===== src/rtl/control_sequencer.sv =====
// Fixed-cycle microsequencer for the 8-bit accumulator CPU. A T-state counter
// walks fetch (T0-T2) and execute (T3-T5), and the current opcode decodes into strobes.
module control_sequencer (
    input  logic       CLK,
    input  logic       RST,
    input  logic       EN,
    input  logic [7:0] INSTR,
    output logic       OPC,
    output logic       IPC_INC,
    output logic       IMAR,
    output logic       ORAM,
    output logic       IRAM,
    output logic       IIR,
    output logic       OIR,
    output logic       IACC,
    output logic       OACC,
    output logic       IB,
    output logic       OALU,
    output logic       ALU_SUB,
    output logic       IOUT,
    output logic [2:0] T_STATE,
    output logic       HALTED
);

    typedef enum logic [2:0] {
        T0 = 3'd0,
        T1 = 3'd1,
        T2 = 3'd2,
        T3 = 3'd3,
        T4 = 3'd4,
        T5 = 3'd5
    } t_state_e;

    localparam logic [3:0] OP_LDA = 4'h1;
    localparam logic [3:0] OP_ADD = 4'h2;
    localparam logic [3:0] OP_SUB = 4'h3;
    localparam logic [3:0] OP_STA = 4'h4;
    localparam logic [3:0] OP_OUT = 4'h5;
    localparam logic [3:0] OP_HLT = 4'hF;

    t_state_e   state_reg;
    t_state_e   state_next;
    logic       halted_reg;
    logic       halted_next;
    logic [3:0] opcode;
    logic       operand_unused;

    assign opcode  = INSTR[7:4];
    // The operand nibble travels over the bus via OIR; the sequencer never decodes it.
    assign operand_unused = ^INSTR[3:0];

    assign T_STATE = state_reg;
    assign HALTED  = halted_reg;

    always_ff @(posedge CLK) begin
        if (RST) begin
            state_reg  <= T0;
            halted_reg <= 1'b0;
        end else begin
            state_reg  <= state_next;
            halted_reg <= halted_next;
        end
    end

    always_comb begin
        state_next  = state_reg;
        halted_next = halted_reg;
        OPC         = 1'b0;
        IPC_INC     = 1'b0;
        IMAR        = 1'b0;
        ORAM        = 1'b0;
        IRAM        = 1'b0;
        IIR         = 1'b0;
        OIR         = 1'b0;
        IACC        = 1'b0;
        OACC        = 1'b0;
        IB          = 1'b0;
        OALU        = 1'b0;
        ALU_SUB     = 1'b0;
        IOUT        = 1'b0;

        // Reset, disable and halt all freeze the decode; the register block handles reset.
        if (!RST && EN && !halted_reg) begin
            case (state_reg)
                T0: begin
                    OPC        = 1'b1;
                    IMAR       = 1'b1;
                    state_next = T1;
                end
                T1: begin
                    IPC_INC    = 1'b1;
                    state_next = T2;
                end
                T2: begin
                    ORAM       = 1'b1;
                    IIR        = 1'b1;
                    state_next = T3;
                end
                T3: begin
                    case (opcode)
                        OP_LDA, OP_ADD, OP_SUB, OP_STA: begin
                            OIR        = 1'b1;
                            IMAR       = 1'b1;
                            state_next = T4;
                        end
                        OP_OUT: begin
                            OACC       = 1'b1;
                            IOUT       = 1'b1;
                            state_next = T0;
                        end
                        OP_HLT: begin
                            halted_next = 1'b1;
                            state_next  = T3;
                        end
                        default: state_next = T0;
                    endcase
                end
                T4: begin
                    state_next = T0;
                    case (opcode)
                        OP_LDA: begin
                            ORAM = 1'b1;
                            IACC = 1'b1;
                        end
                        OP_ADD, OP_SUB: begin
                            ORAM       = 1'b1;
                            IB         = 1'b1;
                            ALU_SUB    = (opcode == OP_SUB);
                            state_next = T5;
                        end
                        OP_STA: begin
                            OACC = 1'b1;
                            IRAM = 1'b1;
                        end
                        default: ;
                    endcase
                end
                T5: begin
                    state_next = T0;
                    if (opcode == OP_ADD || opcode == OP_SUB) begin
                        OALU    = 1'b1;
                        IACC    = 1'b1;
                        ALU_SUB = (opcode == OP_SUB);
                    end
                end
                // Encodings 6 and 7 recover to T0 with no strobes.
                default: state_next = T0;
            endcase
        end
    end

endmodule


===== config.mk =====
export PLATFORM = sky130hd
export DESIGN_NAME = control_sequencer
export DESIGN_NICKNAME = d
export VERILOG_FILES = /design/src/rtl/control_sequencer.sv
export SDC_FILE = /design/constraint.sdc
export NUM_CORES = 1
export LEC_CHECK = 0
export CORE_AREA = 2 2 39 41
export DETAILED_ROUTE_END_ITERATION = 16
export DIE_AREA = 0 0 41 43
export PLACE_DENSITY = 0.73
export SYNTH_ARGS = -nofsm -noshare
export SYNTH_HDL_FRONTEND = slang
export SYNTH_SLANG_ARGS = --single-unit

===== constraint.sdc =====
create_clock -name CLK -period 1.6 [get_ports CLK]
set_input_delay 0.16 -clock CLK [delete_from_list [all_inputs] [get_ports CLK]]
set_output_delay 0.16 -clock CLK [all_outputs]
set_load 0.01 [all_outputs]

==> impl_summary.log, run 1 <==
[metrics] Post-DRT Antenna Nets: 0
[metrics] pin count of the biggest net entering global routing: 13
[metrics] leakage power: 0.387 nW
[metrics] power density over the cells: 465 nW/um^2
[metrics] drt first-iter violations: 11
[metrics] wire length of the first global-routing pass: 2390 microns
[metrics] Initial Util: 0.315
[metrics] setup TNS: -0.298 ns
[metrics] worst setup slack after layout: -0.146 ns
[metrics] first-pass iteration count of the detailed router: 4
[metrics] Antenna Cells: 0
[metrics] Die Width: ~41 microns
[metrics] Worst setup SP type: flop
[metrics] Die Ht: 43 microns
[metrics] failing checks: negative setup slack
[metrics] number of vias after detailed routing: 635
[metrics] area inside the core boundary: around 1400 sq um
[metrics] Seq cells post-synth: 4
[metrics] post-CTS clock slew at the launch and capture registers of the worst setup and hold paths: 0.03 ns
[metrics] worst setup timing slack at the placement stage: -0.626 ns
[metrics] clock root buffer: clkbuf_4
[metrics] cts bufs inserted: 3
[metrics] worst IR drop on VDD: 0.000373 V
[metrics] global-route usage over all layers: 0.200
[metrics] IO Port Bufs: 23
[metrics] number of hold violations in the final report: 0
[metrics] Setup violations, final: 3
[metrics] worst-case clock buffer depth: 2
[metrics] Cell variety after synth: 31
[metrics] number of max-slew violations in the final report: 0
[metrics] total clock sinks: 4
[metrics] max-slew headroom at the worst pin: 0.799
[metrics] cell type contributing the most total cell area after synthesis: dfxtp_1
[metrics] count of placed standard cells in the final layout, fillers left out: 122
[metrics] maximum net fanout on the critical path: 2
[metrics] maximum clock rate: 0.573 GHz
[metrics] share of layout cells above drive strength 1: 0.509
[metrics] utilization of the core after routing: 0.639
[metrics] number of placed I/O pins: 28
[metrics] total gr overflow: 0
[metrics] mean routed wirelength per cell: 13.7 microns
[metrics] Cells after Synth: 61
[metrics] Post-Syn Nets: 72
[metrics] final worst path period share: 1.09
[metrics] classification of the worst setup path: flop to output port
[metrics] cell row count: 14
[metrics] Detailed Route WL: 1670 microns
[metrics] die outline area: 1760 sq um
[metrics] Vias per Instance: 5.20
[metrics] total placed cells including tap cells: 114
[metrics] netlist area before placement: 435 sq um
[metrics] Final Total Pwr: about 0.4 mW
[metrics] Post-synth top flop: dfxtp_1
[metrics] number of nets in the layout: approximately 120
[metrics] setup repair after global routing missed its margin: true
[metrics] arrival time at the worst endpoint: 1.59 ns
[metrics] Required @ worst endpoint: 1.44 ns
[metrics] number of antenna violations at the first check in global routing: 0
[metrics] final routed DRC violation total: 0
[metrics] shortest period the worst path allows: 1.75 ns
[metrics] number of global-route vias before repair: 559
[metrics] Worst Setup End Kind: output port
[metrics] outcome: finished with violations
[metrics] clk_lat worst skew: 0.23 ns
[metrics] Post-synth EDFFs: 0
[metrics] syn_area_per_cell: 7.14 sq um
[metrics] worst hold-check path type: input port to flop
[metrics] largest cells by area after synthesis: dfxtp_1 18%, nor3_1 5.7%, o21ai_0 5.7%, nor3b_1 5.2%, nor2_1 4.3%
[metrics] fraction of synthesized cell area taken by the top area cell type: 0.184
[metrics] slew at the pin with the worst max-slew slack: ~0.3 ns
[metrics] proportion of synthesized flip-flops having asynchronous set or reset: 0
[metrics] part of the Yosys area used for sequential elements: 0.184
[metrics] number of maximum-capacitance violations: 0
[metrics] Placer Congestion: 0.793
[metrics] count of hold-fix buffers inserted at cts: 0
[metrics] TritonCTS clock tree: built
[metrics] post-DP HPWL: roughly 1200 microns
[metrics] Max H-tree Level: 1
[metrics] Layout area overhead: 103%
[metrics] number of warnings issued by yosys: 0
[metrics] worst clock skew: 0.0000299 ns
-- cells by family (layout without fill, tap and decap cells) --
family          Yosys count  in the layout  share of synthesized area
compound gates           14             14                      0.210
xor+xnor                  1              1                     0.0201
buf+inv                   9             54                     0.0804
flops                     4              4                      0.184
mux                       1              1                     0.0230
simple gates             32             32                      0.483
-- critical path, cell delays in order, from the launching register on --
cell     delay (ns)
dfxtp_2        0.31
or3b_4         0.39
or4_4          0.43
a21oi_2        0.10
buf_2          0.13
-- area by class of cell --
class                      count  area, sq um
clock buffer                   3         22.5
inverter                       4         15.0
tap                           16         20.0
multi-input combinational     48          390
timing repair buffer          47          354
sequential                     4         82.6
fill                         129          499
-- worst paths after layout --
kind / depth (start not counted) / slack (ns) / start / end
max: 4 / -0.15 / HALTED / OACC
min: 3 / 0.38 / RST / HALTED
max reg2reg: 7 / 0.13 / HALTED / T_STATE[2]
min reg2reg: 3 / 0.59 / HALTED / HALTED
-- synthesized netlist by cell type (2+ instances only) --
master    instances
nand2b_1          2
nand2_1           3
clkbuf_1          4
a21oi_1           2
a211oi_1          2
nor2_1            5
nor3_1            5
nor3b_1           3
o21ai_0           5
nor4b_1           2
nand4b_1          2
dfxtp_1           4
inv_1             4
-- where the power goes --
| part | switching (mW) | leakage [nW] | internal [mW] | total, mW |
|---|---|---|---|---|
| clock | 0.0352 | 0.0138 | 0.0835 | 0.119 |
| sequential | 0.00606 | 0.0336 | 0.106 | 0.112 |
| combinational | 0.0825 | 0.340 | 0.0983 | 0.181 |
-- registers in the layout, indices dropped and copies added (netlist names) --
| signal | flops |
|---|---|
| T_STATE | 3 |
| HALTED | 1 |
-- repair_timing --
| action | in CTS | in global routing |
|---|---|---|
| gates resized for setup | 58 | 16 |
| endpoints found under the setup margin | 13 | 12 |
| cloned | 0 | 0 |
| pin swaps | 2 | 3 |
| buffers inserted | 1 | 4 |
-- layout by cell type, fill, tap and decap left out, types with 2 or more instances in the layout --
cell	synthesis	layout
dlygate4sd2_1	0	6
dfxtp_1	4	2
a21oi_1	2	2
buf_4	0	22
nand2b_1	2	2
clkbuf_2	0	2
nand4b_1	2	2
a211oi_1	2	2
nand2_1	3	2
nor2_1	5	4
dfxtp_2	0	2
clkdlybuf4s50_1	0	4
clkbuf_4	0	3
inv_1	4	4
nor3b_1	3	2
buf_2	1	11
nor3_1	5	4
o21ai_0	5	5
-- layer usage --
layer | track usage | share of wire | up-vias
met3 | 0.0314 | 0.045 | 2
met5 | 0 | 0 | -
li1 | - | - | 320
met4 | 0.0800 | 0.0036 | 0
met2 | 0.325 | 0.50 | 19
met1 | 0.248 | 0.45 | 294
-- stage by stage --
stage	instance area, sq um	hold WS [ns]
after floorplan	435	0.229
after global routing	885	0.392
final	885	0.376
after detailed placement	808	0.583
after CTS	830	0.358
after global placement	808	0.572
Power figures use the tool's default switching activity.
==> run 2: changes to the inputs <==
CTS_CLUSTER_DIAMETER = 100   (was unset)
==> results of run 2 <==
No change in the layout: final DEF, timing and power equal those of run 1.
